$ cat config.mk
export PLATFORM = sky130hd
export DESIGN_NAME = branch_resolve_unit
export DESIGN_NICKNAME = d
export VERILOG_FILES = /design/src/rtl/branch_pkg.sv /design/src/rtl/cond_eval.sv /design/src/rtl/branch_resolve_unit.sv
export SDC_FILE = /design/constraint.sdc
export NUM_CORES = 1
export LEC_CHECK = 0
export CELL_PAD_IN_SITES_DETAIL_PLACEMENT = 0
export CELL_PAD_IN_SITES_GLOBAL_PLACEMENT = 1
export CORE_MARGIN = 4
export CORE_UTILIZATION = 34
export DETAILED_ROUTE_END_ITERATION = 8
export PLACE_DENSITY_LB_ADDON = 0.1
export SYNTH_ARGS = -nofsm -noshare
export SYNTH_HDL_FRONTEND = slang
export SYNTH_SLANG_ARGS = --single-unit
$ cat constraint.sdc
create_clock -name clk -period 6.6 [get_ports clk]
set_clock_uncertainty 0.15 [all_clocks]
set_input_delay 1.65 -clock clk [delete_from_list [all_inputs] [get_ports clk]]
set_output_delay 1.65 -clock clk [all_outputs]
set_load 0.02 [all_outputs]
$ cat src/rtl/branch_pkg.sv
// Shared types and constants for the branch resolution block.
package branch_pkg;

  // ARMv8 condition field encodings
  typedef enum logic [3:0] {
    EQ = 4'h0, NE = 4'h1, HS = 4'h2, LO = 4'h3,
    MI = 4'h4, PL = 4'h5, VS = 4'h6, VC = 4'h7,
    HI = 4'h8, LS = 4'h9, GE = 4'hA, LT = 4'hB,
    GT = 4'hC, LE = 4'hD, AL = 4'hE, NV = 4'hF
  } cond_code_t;

  // Branch flavour carried with each request
  typedef enum logic [1:0] {
    OP_B     = 2'b00,
    OP_BCOND = 2'b01,
    OP_CBZ   = 2'b10,
    OP_CBNZ  = 2'b11
  } cond_op_t;

  // Bit positions inside the {N,Z,C,V} flag vector
  localparam int FLAG_N = 3;
  localparam int FLAG_Z = 2;
  localparam int FLAG_C = 1;
  localparam int FLAG_V = 0;

endpackage

$ cat src/rtl/cond_eval.sv
// Combinational ARMv8 condition-code evaluator over an NZCV vector.
module cond_eval
  import branch_pkg::*;
(
  input  logic [3:0]  nzcv,
  input  cond_code_t  cond_code,
  output logic        cond_true
);

  logic n_flag;
  logic z_flag;
  logic c_flag;
  logic v_flag;

  assign n_flag = nzcv[FLAG_N];
  assign z_flag = nzcv[FLAG_Z];
  assign c_flag = nzcv[FLAG_C];
  assign v_flag = nzcv[FLAG_V];

  // Full 16-entry condition table; NV behaves as always-true on ARMv8
  always_comb begin
    cond_true = 1'b0;
    case (cond_code)
      EQ: cond_true = z_flag;
      NE: cond_true = ~z_flag;
      HS: cond_true = c_flag;
      LO: cond_true = ~c_flag;
      MI: cond_true = n_flag;
      PL: cond_true = ~n_flag;
      VS: cond_true = v_flag;
      VC: cond_true = ~v_flag;
      HI: cond_true = c_flag & ~z_flag;
      LS: cond_true = ~(c_flag & ~z_flag);
      GE: cond_true = (n_flag == v_flag);
      LT: cond_true = (n_flag != v_flag);
      GT: cond_true = ~z_flag & (n_flag == v_flag);
      LE: cond_true = ~(~z_flag & (n_flag == v_flag));
      AL: cond_true = 1'b1;
      NV: cond_true = 1'b1;
      default: cond_true = 1'b0;
    endcase
  end

endmodule

$ cat src/rtl/branch_resolve_unit.sv
// Branch resolution: NZCV register with forwarding, branch decision into
// MEM with stall/flush, and saturating branch statistics counters.
module branch_resolve_unit
  import branch_pkg::*;
#(
  parameter int N       = 64,
  parameter int REG_OUT = 1,
  parameter int CNT_W   = 32
) (
  input  logic             clk,
  input  logic             reset,
  input  logic             flag_we,
  input  logic [3:0]       alu_flags_in,
  input  logic             cond_valid,
  input  logic [1:0]       cond_op,
  input  logic [3:0]       cond_code,
  input  logic [N-1:0]     cb_operand,
  input  logic             stall,
  input  logic             flush,
  output logic [3:0]       flags_q,
  output logic             branch_valid,
  output logic             take_branch,
  output logic [CNT_W-1:0] cnt_branches,
  output logic [CNT_W-1:0] cnt_taken
);

  logic [3:0]       flags_d;
  logic [3:0]       fwd_flags;
  cond_op_t         op;
  logic             cond_true;
  logic             taken;
  logic             accept;
  logic [CNT_W-1:0] cnt_branches_q;
  logic [CNT_W-1:0] cnt_branches_d;
  logic [CNT_W-1:0] cnt_taken_q;
  logic [CNT_W-1:0] cnt_taken_d;

  // A flag write in flight this cycle is visible to a dependent B.cond
  assign fwd_flags = flag_we ? alu_flags_in : flags_q;
  assign op        = cond_op_t'(cond_op);

  cond_eval u_cond_eval (
    .nzcv      (fwd_flags),
    .cond_code (cond_code_t'(cond_code)),
    .cond_true (cond_true)
  );

  // Resolve the branch direction for the current request
  always_comb begin
    taken = 1'b0;
    case (op)
      OP_B:     taken = 1'b1;
      OP_BCOND: taken = cond_true;
      OP_CBZ:   taken = (cb_operand == '0);
      OP_CBNZ:  taken = (cb_operand != '0);
      default:  taken = 1'b0;
    endcase
  end

  assign accept = cond_valid & ~stall & ~flush;

  // Flag writes belong to an older instruction, so flush does not block them
  always_comb begin
    flags_d = flags_q;
    if (flag_we && !stall) begin
      flags_d = alu_flags_in;
    end
  end

  // Saturating statistics: counters stick at all-ones instead of wrapping
  always_comb begin
    cnt_branches_d = cnt_branches_q;
    cnt_taken_d    = cnt_taken_q;
    if (accept) begin
      if (cnt_branches_q != '1) begin
        cnt_branches_d = cnt_branches_q + CNT_W'(1);
      end
      if (taken && (cnt_taken_q != '1)) begin
        cnt_taken_d = cnt_taken_q + CNT_W'(1);
      end
    end
  end

  // Architectural flags and counters
  always_ff @(posedge clk) begin
    if (reset) begin
      flags_q        <= 4'b0000;
      cnt_branches_q <= '0;
      cnt_taken_q    <= '0;
    end else begin
      flags_q        <= flags_d;
      cnt_branches_q <= cnt_branches_d;
      cnt_taken_q    <= cnt_taken_d;
    end
  end

  assign cnt_branches = cnt_branches_q;
  assign cnt_taken    = cnt_taken_q;

  generate
    if (REG_OUT != 0) begin : g_reg_out
      logic valid_q;
      logic valid_d;
      logic take_q;
      logic take_d;

      // Next decision: flush kills, stall holds, otherwise capture the request
      always_comb begin
        valid_d = valid_q;
        take_d  = take_q;
        if (flush) begin
          valid_d = 1'b0;
          take_d  = 1'b0;
        end else if (!stall) begin
          valid_d = cond_valid;
          take_d  = cond_valid & taken;
        end
      end

      // Decision register feeding the MEM stage
      always_ff @(posedge clk) begin
        if (reset) begin
          valid_q <= 1'b0;
          take_q  <= 1'b0;
        end else begin
          valid_q <= valid_d;
          take_q  <= take_d;
        end
      end

      assign branch_valid = valid_q;
      assign take_branch  = take_q;
    end else begin : g_comb_out
      // Zero-latency path; the downstream stage is responsible for holding on stall
      assign branch_valid = cond_valid & ~flush;
      assign take_branch  = cond_valid & ~flush & taken;
    end
  endgenerate

endmodule

After elaboration in Yosys (flattened, before gate mapping)
Index checks and enable logic that the tools add are counted.
{"block": "word_totals", "regBits": 70, "output_inout_bits": 70, "wordCells": 56}
{"block": "op_classes", "n_eq_ne": 22, "n_addsub": 2, "reduce_logical": 11, "muxes": 3, "n_bitwise": 13}
{"operator": "$add A32 B1 Y32 const B", "count": 2}
{"operator": "$logic_not A64 Y1", "count": 1}
{"operator": "$ne A32 B32 Y1 const B", "count": 2}
{"operator": "$reduce_bool A64 Y1", "count": 1}
{"operator": "$eq A4 B4 Y1 const B", "count": 8}
{"operator": "$eq A4 B3 Y1 const B", "count": 4}
{"operator": "$pmux W1 S15", "count": 1}
{"operator": "$eq A4 B2 Y1 const B", "count": 2}
{"operator": "$not A1 Y1", "count": 8}
{"operator": "$and A1 B1 Y1", "count": 5}
{"operator": "$eq A2 B2 Y1 const B", "count": 2}
{"operator": "$eq A4 B1 Y1 const B", "count": 1}
{"operator": "$logic_not A4 Y1", "count": 1}
{"operator": "$mux W4", "count": 1}
{"operator": "$pmux W1 S4", "count": 1}
{"operator": "$reduce_and A2 Y1", "count": 2}
{"operator": "$reduce_or A2 Y1", "count": 2}
{"operator": "$eq A2 B1 Y1 const B", "count": 1}
{"operator": "$logic_and A1 B1 Y1", "count": 2}
{"operator": "$logic_not A2 Y1", "count": 1}
{"operator": "$eq A1 B1 Y1", "count": 1}
{"operator": "$logic_not A1 Y1", "count": 1}
{"operator": "$ne A1 B1 Y1", "count": 1}

Longest topological paths before layout
{"block": "logic_depth", "depth_word": 8, "mapped_depth": 11, "ltp_nobuf": 9}

By module
Synthesis repeated with hierarchy kept, for this count alone.
{"block": "unflattened", "cells_unflattened": 453, "hier_area_um2": 3738.6}
{"module": "branch_resolve_unit", "cells_per_inst": 423, "n_inst": 1, "area_each_um2": 3553.4}
{"module": "cond_eval", "cells_per_inst": 30, "n_inst": 1, "area_each_um2": 185.2}

Worst setup path before layout
OpenSTA, ideal clock, no wires.
{"block": "synth_timing", "kind": "in2reg", "startpoint": "in flag_we", "endpoint": "reg cnt_taken_q[13], in the netlist cnt_taken[13]", "path_buffers": 2, "arrival_time_ns": 3.666, "setup_slack_ns": 2.663, "cell_stages": 9, "path_cell_list": "mux2_2 or3_1 or4_1 and3_1 buf_6 buf_6 nand3_1 nor3_1 mux2_4"}
{"block": "synth_via", "elab_chain_cells": 8, "word_cells_on_any_way": 15, "classes_between": "2 x eq/ne; 3 x mux; 8 x bitwise; 2 x reduce/logical"}
{"item": "start: declaration", "line": "branch_resolve_unit.sv:12", "rtl": "input logic flag_we,"}
{"item": "$mux W4 (*)", "line": "branch_resolve_unit.sv:39", "rtl": "assign fwd_flags = flag_we ? alu_flags_in : flags_q;"}
{"item": "$eq A1 B1 Y1 / $not A1 Y1 (equally long branches)"}
{"item": "$and A1 B1 Y1 (on tied branches)"}
{"item": "$not A1 Y1 (on tied branches)", "line": "cond_eval.sv:37, cond_eval.sv:33"}
{"item": "$pmux W1 S15 (*)", "line": "cond_eval.sv:23", "rtl": "case (cond_code)"}
{"item": "$pmux W1 S4 (*)", "line": "branch_resolve_unit.sv:51", "rtl": "case (op)"}
{"item": "$logic_and A1 B1 Y1 (*)", "line": "branch_resolve_unit.sv:78", "rtl": "if (taken && (cnt_taken_q != '1)) begin"}
{"item": "$reduce_and A2 Y1 (no line) (*)"}
{"item": "end signal: assignment", "line": "branch_resolve_unit.sv:93", "rtl": "cnt_taken_q <= cnt_taken_d;"}
{"item": "end: declaration", "line": "branch_resolve_unit.sv:35", "rtl": "logic [CNT_W-1:0] cnt_taken_q;"}
Every way passes the cells marked *; elsewhere a longest branch is shown, timed or not.
A chain may end at the register's enable or synchronous reset.

Final worst setup path
{"block": "layout_timing", "startpoint": "in flag_we", "endpoint": "reg cnt_taken_q[25], in the netlist cnt_taken[25]"}
The elaborated chain is that of the path after synthesis.

==> results.txt <==
The share of final-layout standard cells stronger than drive strength 1 works out to 5.219%. Number of pins exceeding their max-slew limit in the final report: 0. The final design area excluding fillers was 5479 um^2; the first-pass GRT wire length was 18420 um. Buffers added to address setup during post-CTS repair amount to 0. The count of cell types in the netlist was 50; the total via count in the routed design was 3744. The mean instance size in the synthesized netlist works out to 8.403 um^2.

During synthesis, Yosys emitted a total of 0 warnings. Entering global routing, the biggest net connects 74 pins. The most frequently used cell type in the post-synthesis netlist was dfxtp_1.

The H-tree generated during clock tree synthesis spans 3 levels. IR analysis of the VDD net gives a maximum drop of 0.09670 mV. The placed instances occupy a cell area of 5304 um^2. After detailed routing, the number of vias per cell comes to 5.129. Along the worst path, the maximum fanout reaches 17. For this design, the CTS-stage hold fixing added 0 buffers. The class of the tightest hold or removal check is reg -> reg. The tools report the launching instance or port of the critical path as flag_we. The capturing element type of the critical path was a register. The register-to-register setup slack was 3540 ps; the final critical-path share of the clock period was 70.81%. The post-detailed-route wirelength per cell was 15.32 um.

Core outline area: 10510 um^2. The clock slew at the register clock pins of the worst setup and hold paths is 80 ps. Based on the critical path, the design can be clocked at up to 214.0 MHz.

The sum of routed wire length over all layers came out at 11180 um. The reported max-cap violation count was 0. The nature of the critical path startpoint is an input pin. The die span in y is 112.8 um, and the final hold slack is 354.1 ps. Of the post-synthesis cell area, the dominant cell type holds 37.56%.

Number of global-route vias before repair: 3704. The synthesized netlist cell count was 444; the count of final hold-check violations was 0. The net count after synthesis was 526.

The post-cts repair resize count is 0. The slew at the pin closest to its max-slew limit is 754.1 ps. The synthesized design spends more area on one cell type than any other, namely dfxtp_1. Among all flip-flop cells after synthesis, the most frequent one is dfxtp_1. The run gives 4 as the number of detailed-routing iterations run before antenna repair. The tools report the total half-perimeter wirelength after legalization and detailed placement as 8581 um. The critical path ends at cnt_taken[25]. After layout, the worst setup slack is 1926 ps. The count of antenna-violating nets left after detailed routing was 0; the initial antenna violation count was 0.

Buffers inserted during clock tree synthesis total 9. Ranked by total cell area, the synthesized netlist is headed by dfxtp_1 38%, xor2_1 7.0%, nor2_1 6.6%, nand2_1 3.6%, nand4_1 3.5%. In the routed design, unresolved DRC markers number 0. The number of synthesized register bits was 70. By count the netlist is led by 70 x dfxtp_1, 66 x nor2_1, 36 x nand2_1, 30 x xor2_1, 24 x nand3_1. TritonCTS built the clock tree. After synthesis, the share of flip-flops with an asynchronous set or reset is 0%. After the first detailed-routing iteration, the DRC count stood at 204. Global routing finished with a remaining overflow of 0.

In this run the tool buffered the top-level ports with 149 buffer cells. The mapped netlist covers 3731 um^2. For the worst slew margin relative to its limit, the log shows 49.73%. The flow ran to the end, and the final reports show no timing, DRC or antenna violations. The number of placed instances, taps included, is 714.

The logs give 0 for the total of endpoints with negative setup slack in the final report and 37 for the site row count. By startpoint and endpoint, the worst setup path is classified as in -> reg. Critical register-to-register path endpoint: cnt_taken[25]. The fraction of the yosys area taken by sequential cells was 37.56%. For this run, the total global-route usage over all layers was measured as 17.50%.

Once the floorplan was initialized, standard cells occupied 35.50% of the core. Setup repair after global routing left no endpoint under its margin. The congestion estimate from routability-driven global placement came to 0.8301.

The path depth of the worst reg2reg path is 9, and the data arrival time at the worst-slack endpoint is 4790 ps. The tools report the maximum root-to-sink buffer count as 2. The logs give 6720 ps for the critical path data required time and 150 for the number of I/O pins. The post-synthesis to final-layout area growth was 46.85%; the filler-free cell count of the finished design was 730. Setup total negative slack on the finished layout was measured at 0 ps. The minimum clock period after layout was 4674 ps. Leakage dissipation: 1.867 nW.

The repair_antennas step left the layout with diodes totalling 0. The clock reaches the later pin of the worst-skew pair after 340 ps. Dividing total power by cell area gives a power density of 153.1 nW/um^2. Counting flops with a built-in enable in the synthesized netlist gives 0. The floorplan step defined a die boundary enclosing 12710 um^2.

Width of the die: 112.8 um. At the end of the flow, the number of nets in the layout was 671. The run gives 1008 as the layout filler cell count. The clock drives 70 sinks.

The tools report the worst setup slack after placement as 1533 ps. The cell sitting at the root of the clock tree is a clkbuf_8. Origin of the critical flop-to-flop path: cnt_taken[0].
[how the worst min path moves through the flow]
stage                     start                to  slack [ps]  cells after the start
3_3_place_gp       cnt_taken[5]      cnt_taken[5]         330                      2
6_report       cnt_branches[14]  cnt_branches[14]         350                      2
5_1_grt           cnt_taken[10]     cnt_taken[10]         380                      2
3_5_place_dp      cnt_taken[12]     cnt_taken[12]         340                      2
4_1_cts           cnt_taken[12]     cnt_taken[12]         350                      2
2_1_floorplan      cnt_taken[5]      cnt_taken[5]         410                      2
[logic make-up after synthesis]
family                     synth area share [%]
and+or+nand+nor                           34.17
muxes                                     5.466
AOI/OAI and AO/OA                         8.585
adders and majority gates                0.6706
xor gates and xnor gates                  10.09
DFF                                       37.56
buffers and inverters                     3.454
[area by class of cell]
class | count | area (um^2) | share of cell area, %
multi-input combinational | 348 | 2201 | 40.17
timing repair buffer | 150 | 1494 | 27.27
sequential | 70 | 1401 | 25.58
tap | 136 | 170.2 | 3.106
clock buffer | 11 | 141.4 | 2.581
inverter | 10 | 37.54 | 0.6851
clock inverter | 5 | 33.78 | 0.6166
[critical path, cell delays in order]
cell	delay [ps]
clkdlybuf4s50_1	760
mux2_2	400
or3_1	330
nor2_1	90
nor2_1	70
o2111ai_4	510
nand4b_4	270
or4_1	530
a21oi_1	160
[power breakdown]
group	leakage [nW]	internal, mW	switching [mW]
clock network	0.0857	0.147	0.166
logic	1.22	0.0598	0.0394
registers	0.564	0.424	0.00282
[state kept, by name, indices dropped and copies added (netlist names)]
register / flops
cnt_branches: 32
cnt_taken: 32
flags_q: 4
branch_valid: 1
take_branch: 1
[layout by cell type, fill, tap and decap left out, types with 2 or more instances in the layout]
cell type / n
dfxtp_1: 70
o21ai_0: 9
and3_1: 12
ha_1: 2
o31ai_1: 4
nand2b_1: 3
a31oi_1: 2
nand4b_1: 5
or4_1: 9
or2_2: 2
mux2i_1: 11
nor2b_1: 5
xnor2_1: 13
clkbuf_8: 10
nor4_1: 20
nor2_1: 66
nor3b_1: 3
and4_1: 3
and2_1: 3
nand3_1: 24
clkinvlp_4: 2
inv_1: 10
a21oi_1: 16
or3_1: 9
o211ai_1: 4
clkinv_2: 2
nand2_1: 36
clkdlybuf4s50_1: 148
nand4_1: 21
xor2_1: 30
mux2_2: 3
nor3_1: 12
mux2_1: 2
o31a_1: 2
[metrics by stage]
step | power, mW | util [%]
2_1_floorplan | 0.4760 | -
3_3_place_gp | 0.5352 | 50.47
3_5_place_dp | 0.5370 | 50.47
4_1_cts | 0.8528 | 52.14
5_1_grt | 0.8777 | 52.14
6_report | 0.8390 | 52.14
[layer usage]
metal	routed length (um)	up-vias	global-route usage (%)	share of wire (%)
li1	-	1901	-	-
met1	4765	1742	20.76	43
met2	5660	91	31.08	51
met3	618	10	4.973	5.5
met4	137	0	4.327	1.2
met5	0	-	0	0
Power figures use the tool's default switching activity.
